===== src/rtl/lin_interp_pkg.sv =====
// Shared constants and state encoding for the fractional-rate lin1D scheduler.
// Latency: n/a (definitions only).
// Backpressure: n/a (definitions only).
package lin_interp_pkg;

    localparam int DEF_DATA_WIDTH = 16;
    localparam int DEF_FRAC_BITS  = 15;
    localparam int ONE            = 1 << DEF_FRAC_BITS;
    localparam int SCALE_MAX      = ONE - 1;

    typedef enum logic [1:0] {
        S_FILL0 = 2'd0,   // waiting for the first sample of a burst
        S_FILL1 = 2'd1,   // waiting for the second sample of a burst
        S_RUN   = 2'd2,   // presenting a pair and weights to lin1D
        S_ADV   = 2'd3    // consuming k new samples before the next output
    } state_t;

endpackage


===== src/rtl/lin_phase_acc.sv =====
// Phase accumulator: holds mu and step, produces the per-output advance k and registered weights.
// Latency: weights are registered from next-cycle mu, so they always match the current mu.
// Backpressure: mu only moves on an accepted output; config is deferred while a burst runs.
//
// Ports:
//   clk, reset           clock, synchronous active-high reset
//   cfg_step/cfg_valid   new step request (zero is ignored)
//   cfg_direct           scheduler idle in S_FILL0: a request takes effect immediately
//   advance              output accepted in S_RUN: mu <= frac(mu + step)
//   flush                burst-ending output accepted: mu <= 0, pending step applied
//   k                    integer part of mu + step (samples to consume, 0..2)
//   scale0/scale1        weights for the older/newer sample, Q0.FRAC zero-extended
module lin_phase_acc
    import lin_interp_pkg::*;
#(
    parameter int DATA_WIDTH = DEF_DATA_WIDTH,
    parameter int FRAC_BITS  = DEF_FRAC_BITS
) (
    input  logic                  clk,
    input  logic                  reset,
    input  logic [FRAC_BITS:0]    cfg_step,
    input  logic                  cfg_valid,
    input  logic                  cfg_direct,
    input  logic                  advance,
    input  logic                  flush,
    output logic [1:0]            k,
    output logic [DATA_WIDTH-1:0] scale0,
    output logic [DATA_WIDTH-1:0] scale1
);
    localparam logic [FRAC_BITS:0]   ONE_Q = {1'b1, {FRAC_BITS{1'b0}}};
    localparam logic [FRAC_BITS-1:0] SAT_Q = {FRAC_BITS{1'b1}};
    localparam logic [FRAC_BITS-1:0] LSB_Q = {{(FRAC_BITS-1){1'b0}}, 1'b1};
    localparam int                   PAD   = DATA_WIDTH - FRAC_BITS;

    logic [FRAC_BITS:0]   step;
    logic [FRAC_BITS:0]   pend_step;
    logic                 pend_vld;
    logic [FRAC_BITS-1:0] mu;
    logic [FRAC_BITS-1:0] mu_nxt;
    logic [FRAC_BITS-1:0] w0_nxt;
    logic [FRAC_BITS+1:0] sum;
    logic                 cfg_ok;

    // mu < ONE and step < 2*ONE, so the integer part never exceeds 2.
    assign sum    = {2'b00, mu} + {1'b0, step};
    assign k      = sum[FRAC_BITS+1:FRAC_BITS];
    assign cfg_ok = cfg_valid && (cfg_step != '0);

    always_comb begin
        mu_nxt = mu;
        if (flush) begin
            mu_nxt = '0;
        end else if (advance) begin
            mu_nxt = sum[FRAC_BITS-1:0];
        end
    end

    // ONE - mu taken modulo ONE is the two's complement of mu; mu == 0 would wrap
    // to 0, so that case saturates to the largest representable weight instead.
    assign w0_nxt = (mu_nxt == '0) ? SAT_Q : (~mu_nxt + LSB_Q);

    always_ff @(posedge clk) begin
        if (reset) begin
            mu     <= '0;
            scale0 <= '0;
            scale1 <= '0;
        end else begin
            mu     <= mu_nxt;
            scale0 <= {{PAD{1'b0}}, w0_nxt};
            scale1 <= {{PAD{1'b0}}, mu_nxt};
        end
    end

    // A request that arrives mid-burst is parked and only takes effect when the
    // burst flushes, so one burst never mixes two rates.
    always_ff @(posedge clk) begin
        if (reset) begin
            step      <= ONE_Q;
            pend_step <= '0;
            pend_vld  <= 1'b0;
        end else if (cfg_direct) begin
            if (cfg_ok) begin
                step <= cfg_step;
            end
            pend_vld <= 1'b0;
        end else if (flush) begin
            if (cfg_ok) begin
                step <= cfg_step;
            end else if (pend_vld) begin
                step <= pend_step;
            end
            pend_vld <= 1'b0;
        end else if (cfg_ok) begin
            pend_step <= cfg_step;
            pend_vld  <= 1'b1;
        end
    end

endmodule


===== src/rtl/lin_interp_sched.sv =====
// Scheduler feeding lin1D a sample pair and weight pair per output at a programmable fractional rate.
// Latency: first sched_tvalid one cycle after the second input beat; one output/clock while k == 0.
// Backpressure: outputs hold while sched_tready is low; input is refused while presenting (S_RUN).
//
// Ports:
//   clk, reset                  clock, synchronous active-high reset
//   cfg_step, cfg_valid         output step (Q1.FRAC), load request
//   in_tdata/tvalid/tlast/tready  IQ sample stream in
//   in0_tdata, in1_tdata        older/newer sample of the pair
//   scale0_tdata, scale1_tdata  weights for in0/in1 (Q0.FRAC)
//   sched_tvalid/tlast/tready   handshake towards lin1D
//   busy                        scheduler is inside a burst (not in S_FILL0)
module lin_interp_sched
    import lin_interp_pkg::*;
#(
    parameter int DATA_WIDTH = DEF_DATA_WIDTH,
    parameter int FRAC_BITS  = DEF_FRAC_BITS
) (
    input  logic                    clk,
    input  logic                    reset,
    input  logic [FRAC_BITS:0]      cfg_step,
    input  logic                    cfg_valid,
    input  logic [2*DATA_WIDTH-1:0] in_tdata,
    input  logic                    in_tvalid,
    input  logic                    in_tlast,
    output logic                    in_tready,
    output logic [2*DATA_WIDTH-1:0] in0_tdata,
    output logic [2*DATA_WIDTH-1:0] in1_tdata,
    output logic [DATA_WIDTH-1:0]   scale0_tdata,
    output logic [DATA_WIDTH-1:0]   scale1_tdata,
    output logic                    sched_tvalid,
    output logic                    sched_tlast,
    input  logic                    sched_tready,
    output logic                    busy
);
    state_t     state;
    state_t     state_nxt;
    logic [1:0] adv_cnt;
    logic [1:0] k;
    logic       last_seen;
    logic       in_beat;
    logic       run_hs;
    logic       flush;

    lin_phase_acc #(
        .DATA_WIDTH (DATA_WIDTH),
        .FRAC_BITS  (FRAC_BITS)
    ) u_phase_acc (
        .clk        (clk),
        .reset      (reset),
        .cfg_step   (cfg_step),
        .cfg_valid  (cfg_valid),
        .cfg_direct (state == S_FILL0),
        .advance    (run_hs),
        .flush      (flush),
        .k          (k),
        .scale0     (scale0_tdata),
        .scale1     (scale1_tdata)
    );

    always_ff @(posedge clk) begin
        if (reset) begin
            state <= S_FILL0;
        end else begin
            state <= state_nxt;
        end
    end

    always_comb begin
        state_nxt    = state;
        in_tready    = 1'b0;
        sched_tvalid = 1'b0;
        sched_tlast  = 1'b0;
        case (state)
            S_FILL0: begin
                in_tready = 1'b1;
                if (in_tvalid) state_nxt = S_FILL1;
            end
            S_FILL1: begin
                in_tready = 1'b1;
                if (in_tvalid) state_nxt = S_RUN;
            end
            S_RUN: begin
                sched_tvalid = 1'b1;
                // The burst closes on the first output that would need a new sample.
                sched_tlast  = last_seen && (k != 2'd0);
                if (sched_tready) begin
                    if (sched_tlast) begin
                        state_nxt = S_FILL0;
                    end else if (k != 2'd0) begin
                        state_nxt = S_ADV;
                    end
                end
            end
            S_ADV: begin
                in_tready = 1'b1;
                if (in_tvalid && (adv_cnt == 2'd1)) state_nxt = S_RUN;
            end
            default: state_nxt = S_FILL0;
        endcase
    end

    assign in_beat = in_tvalid && in_tready;
    assign run_hs  = sched_tvalid && sched_tready;
    assign flush   = run_hs && sched_tlast;
    assign busy    = (state != S_FILL0);

    always_ff @(posedge clk) begin
        if (reset) begin
            in0_tdata <= '0;
            in1_tdata <= '0;
            last_seen <= 1'b0;
            adv_cnt   <= '0;
        end else begin
            if (in_beat) begin
                if (state != S_FILL0) begin
                    in0_tdata <= in1_tdata;
                end
                in1_tdata <= in_tdata;
                if (in_tlast) begin
                    last_seen <= 1'b1;
                end
            end
            if (flush) begin
                last_seen <= 1'b0;
            end
            if (run_hs && (k != 2'd0)) begin
                adv_cnt <= k;
            end else if (in_beat && (state == S_ADV)) begin
                adv_cnt <= adv_cnt - 2'd1;
            end
        end
    end

endmodule

===== config.mk =====
export PLATFORM = sky130hd
export DESIGN_NAME = lin_interp_sched
export DESIGN_NICKNAME = d
export VERILOG_FILES = /design/src/rtl/lin_interp_pkg.sv /design/src/rtl/lin_phase_acc.sv /design/src/rtl/lin_interp_sched.sv
export SDC_FILE = /design/constraint.sdc
export NUM_CORES = 1
export LEC_CHECK = 0
export ABC_CLOCK_PERIOD_IN_PS = 3550
export CAP_MARGIN = 30
export CORE_ASPECT_RATIO = 1.5
export CORE_MARGIN = 2
export CORE_UTILIZATION = 30
export DETAILED_ROUTE_END_ITERATION = 12
export PLACE_DENSITY_LB_ADDON = 0.08
export SLEW_MARGIN = 20
export SYNTH_ARGS = -nofsm -noshare
export SYNTH_HDL_FRONTEND = slang
export SYNTH_SLANG_ARGS = --single-unit

===== constraint.sdc =====
create_clock -name clk -period 3.55 [get_ports clk]
set_input_delay 0.5325 -clock clk [delete_from_list [all_inputs] [get_ports clk]]
set_output_delay 0.5325 -clock clk [all_outputs]
set_load 0.03 [all_outputs]

==> flow_metrics.tcl <==
set metrics [dict create \
    netlist_area_um2 6090 \
    final_critical_path_setup_slack_ns 0.156 \
    n_diodes 0 \
    cts-root-to-sink-buffers 2 \
    leakage_nw 3.34 \
    violation_count_after_the_first_detailed_routing_iteration 273 \
    die_w_um 120 \
    post-route-util_pct 43.9 \
    max_freq_mhz 295 \
    synth_most_common_cell "sky130_fd_sc_hd__nand2_1" \
    crit_path_start_kind "register" \
    drt-pass1-iter-count 4 \
    preCtsSetupSlack_ns 0.00393 \
    effective_utilization_at_floorplan_pct 30.7 \
    final_worst_path_cycle_share_pct 95.6 \
    final.min_clock_period_ns 3.39 \
    route.detailed.vias_per_inst 4.91 \
    synth_sequential_area_ratio_pct 43.4 \
    outcome "completed" \
    port_buffers 151 \
    floorplan.die.height_um 178 \
    setup_tns_ns 0 \
    worst-slew-pin-transition_ns 0.677 \
    yosysTopAreaCellShare_pct 43.4 \
    hold_class "reg2reg" \
    top_post_synthesis_cells_by_area "sky130_fd_sc_hd__dfxtp_1 (43%), sky130_fd_sc_hd__nand2_1 (10%), sky130_fd_sc_hd__a21oi_1 (7.6%)" \
    cts-root-buf "sky130_fd_sc_hd__clkbuf_16" \
    place_congestion 0.854 \
    layout-drive-gt1-share_pct 10.7 \
    detailedPlacementHpwl_mm 13.8 \
    gate_count_after_technology_mapping 744 \
    design.core.area_um2 19900 \
    routed_wirelength_mm 18.7 \
    worst-endpoint-required_ns 3.02 \
    maxSlewViolCount 0 \
    avgRoutedWirePerCell_um 15.8 \
    netlist_top_cells_count "sky130_fd_sc_hd__nand2_1 (162), sky130_fd_sc_hd__dfxtp_1 (132), sky130_fd_sc_hd__a21oi_1 (92)" \
    first_global_vias 5788 \
    yosys_register_bits 132 \
    routed-via-count 5785 \
    timing.slew.headroom_pct 54.9 \
    postSynth.topFlopCell "sky130_fd_sc_hd__dfxtp_1" \
    setup.worst_path.class "reg2out" \
    global_route.overflow_total 0 \
    synth-async-reset-ratio_pct 0 \
    irDropWorstVdd_uv 315 \
    cts_tree "yes" \
    worst_clock_skew_ns 0.00895 \
    yosys_warnings 0 \
    clock_latency_on_the_worst_skew_pair_ns 0.42 \
    areaGrowthSynthToFinish_pct 43.1 \
    timing.critical_path.to_type "output pin" \
    number_of_different_library_cells_in_the_post_synthesis_netlist 64 \
    drv.max_cap_violation_count 0 \
    hold_fix_buffers_at_cts 0 \
    drc 0 \
    grt_start_max_net_pins 61 \
    number_of_clock_sinks_seen_by_cts 132 \
    nets 978 \
    pwr_density_cell_nw_per_um2 505 \
    timing.final.hold_violations 0 \
    synth_largest_area_cell "sky130_fd_sc_hd__dfxtp_1" \
    path_clk_slew_ns 0.06 \
    syn-mean-instance-area_um2 8.18 \
    cts_inserted_buffers 17 \
    p_total_mw 4.40 \
    globalRouteTotalUtil_pct 17.4 \
    std_cell_rows 63 \
    num_io_pins 154 \
    grt_pass1_wl_mm 29.3 \
    synth_enable_flop_cells 0 \
    setup_viol 0 \
    initial_antenna_violation_count 0 \
    final_antenna_net_count 0 \
    htree_levels 4 \
    worstPathArrival_ns 2.86 \
    fp.dieArea_um2 21500 \
    critPathMaxFanout 4 \
]
[repair_timing]
action	in CTS	in global routing
buffers inserted	2	2
setup endpoints to repair	5	27
gates resized for setup	1	9
hold endpoints to repair	0	0
pin swaps	0	5
[layout make-up]
class,count,area (um2)
fill,2021,11200
multi-input combinational,551,3240
sequential,132,2640
timing repair buffer,192,1860
clock buffer,17,425
tap,260,325
clock inverter,15,165
inverter,12,45.0
[worst max-delay path, cell delays in order (launching register included)]
cell and delay (ns):
sky130_fd_sc_hd__dfxtp_2 0.35, sky130_fd_sc_hd__ha_2 0.22, sky130_fd_sc_hd__fa_2 0.23, sky130_fd_sc_hd__a211oi_2 0.09, sky130_fd_sc_hd__o31a_1 0.36, sky130_fd_sc_hd__a211oi_4 0.36
sky130_fd_sc_hd__a21o_1 0.23, sky130_fd_sc_hd__o21ba_2 0.18, sky130_fd_sc_hd__nand2_1 0.06, sky130_fd_sc_hd__nor2_1 0.20, sky130_fd_sc_hd__buf_12 0.16
[report_power, final]
group / switching [mW] / internal, mW / total (mW)
Clock: 0.715 / 1.05 / 1.76
Sequential: 0.0647 / 1.60 / 1.66
Combinational: 0.556 / 0.416 / 0.972
[layout by cell type, fill, tap and decap left out, types with 3 or more instances in the layout]
cell type,instances
sky130_fd_sc_hd__nand2_1,162
sky130_fd_sc_hd__clkdlybuf4s50_1,149
sky130_fd_sc_hd__dfxtp_1,131
sky130_fd_sc_hd__a21oi_1,92
sky130_fd_sc_hd__nor2_1,63
sky130_fd_sc_hd__buf_4,39
sky130_fd_sc_hd__mux2i_1,35
sky130_fd_sc_hd__o21ai_0,17
sky130_fd_sc_hd__a211oi_1,17
sky130_fd_sc_hd__clkbuf_16,17
sky130_fd_sc_hd__ha_1,15
sky130_fd_sc_hd__nor3_1,14
sky130_fd_sc_hd__inv_1,12
sky130_fd_sc_hd__nand3_1,12
sky130_fd_sc_hd__and3_1,8
sky130_fd_sc_hd__nor4_1,8
sky130_fd_sc_hd__o21a_1,7
sky130_fd_sc_hd__o22ai_1,6
sky130_fd_sc_hd__xnor2_1,6
sky130_fd_sc_hd__o211ai_1,6
sky130_fd_sc_hd__xor2_1,6
sky130_fd_sc_hd__inv_6,6
sky130_fd_sc_hd__a31oi_1,5
sky130_fd_sc_hd__and2_1,5
sky130_fd_sc_hd__o21ai_1,4
sky130_fd_sc_hd__o31ai_1,4
sky130_fd_sc_hd__buf_12,4
sky130_fd_sc_hd__nand4_1,3
sky130_fd_sc_hd__a21o_1,3
sky130_fd_sc_hd__o21bai_1,3
sky130_fd_sc_hd__or3_1,3
sky130_fd_sc_hd__clkinvlp_4,3
[flip-flops by register name, indices dropped and copies added, names as in the netlist]
signal	cells
u_phase_acc.step	16
in0_tdata	32
u_phase_acc.scale1	15
u_phase_acc.scale0	15
last_seen	1
u_phase_acc.pend_step	16
adv_cnt	2
state	2
in1_tdata	32
u_phase_acc.pend_vld	1
[final timing paths]
kind | slack, ns | cells past startpoint | startpoint | to
worst max-delay path | 0.16 | 10 | u_phase_acc.scale1[0]$_SDFF_PP0_ | sched_tlast
worst min-delay path | 0.45 | 2 | in0_tdata[29]$_SDFFE_PP0P_ | in0_tdata[29]$_SDFFE_PP0P_
worst max register to register | 0.21 | 15 | u_phase_acc.scale1[0]$_SDFF_PP0_ | u_phase_acc.scale0[13]$_SDFF_PP0_
worst min register to register | 0.45 | 2 | in0_tdata[29]$_SDFFE_PP0P_ | in0_tdata[29]$_SDFFE_PP0P_
[routing by layer]
layer  vias to the layer above  routed length (um)  GRT usage [%]
met1                      2686                7770           19.3
met3                        15                 837           3.74
li1                       2925                   -              -
met4                         0                 332           5.57
met2                       159                9710           32.7
met5                         -                   0              0
[metrics by stage]
step,hold slack (ns),instances,instance area [um2]
after floorplan,0.453,745,6100
after global placement,0.444,1143,8050
after detailed placement,0.447,1143,8050
after CTS,0.455,1177,8660
after global routing,0.477,1179,8710
final,0.453,1179,8710
[cell families after synthesis]
| group | synth area share [%] |
|---|---|
| other | 0.0616 |
| AND/OR/NAND/NOR | 21.3 |
| buffers and inverters | 4.13 |
| AO/OA/AOI/OAI | 19.6 |
| adder cells (fa/ha/maj) | 3.82 |
| multiplexers | 5.94 |
| flip-flops | 43.4 |
| XOR/XNOR | 1.73 |
No activity file was read; power rests on OpenSTA's default activity.
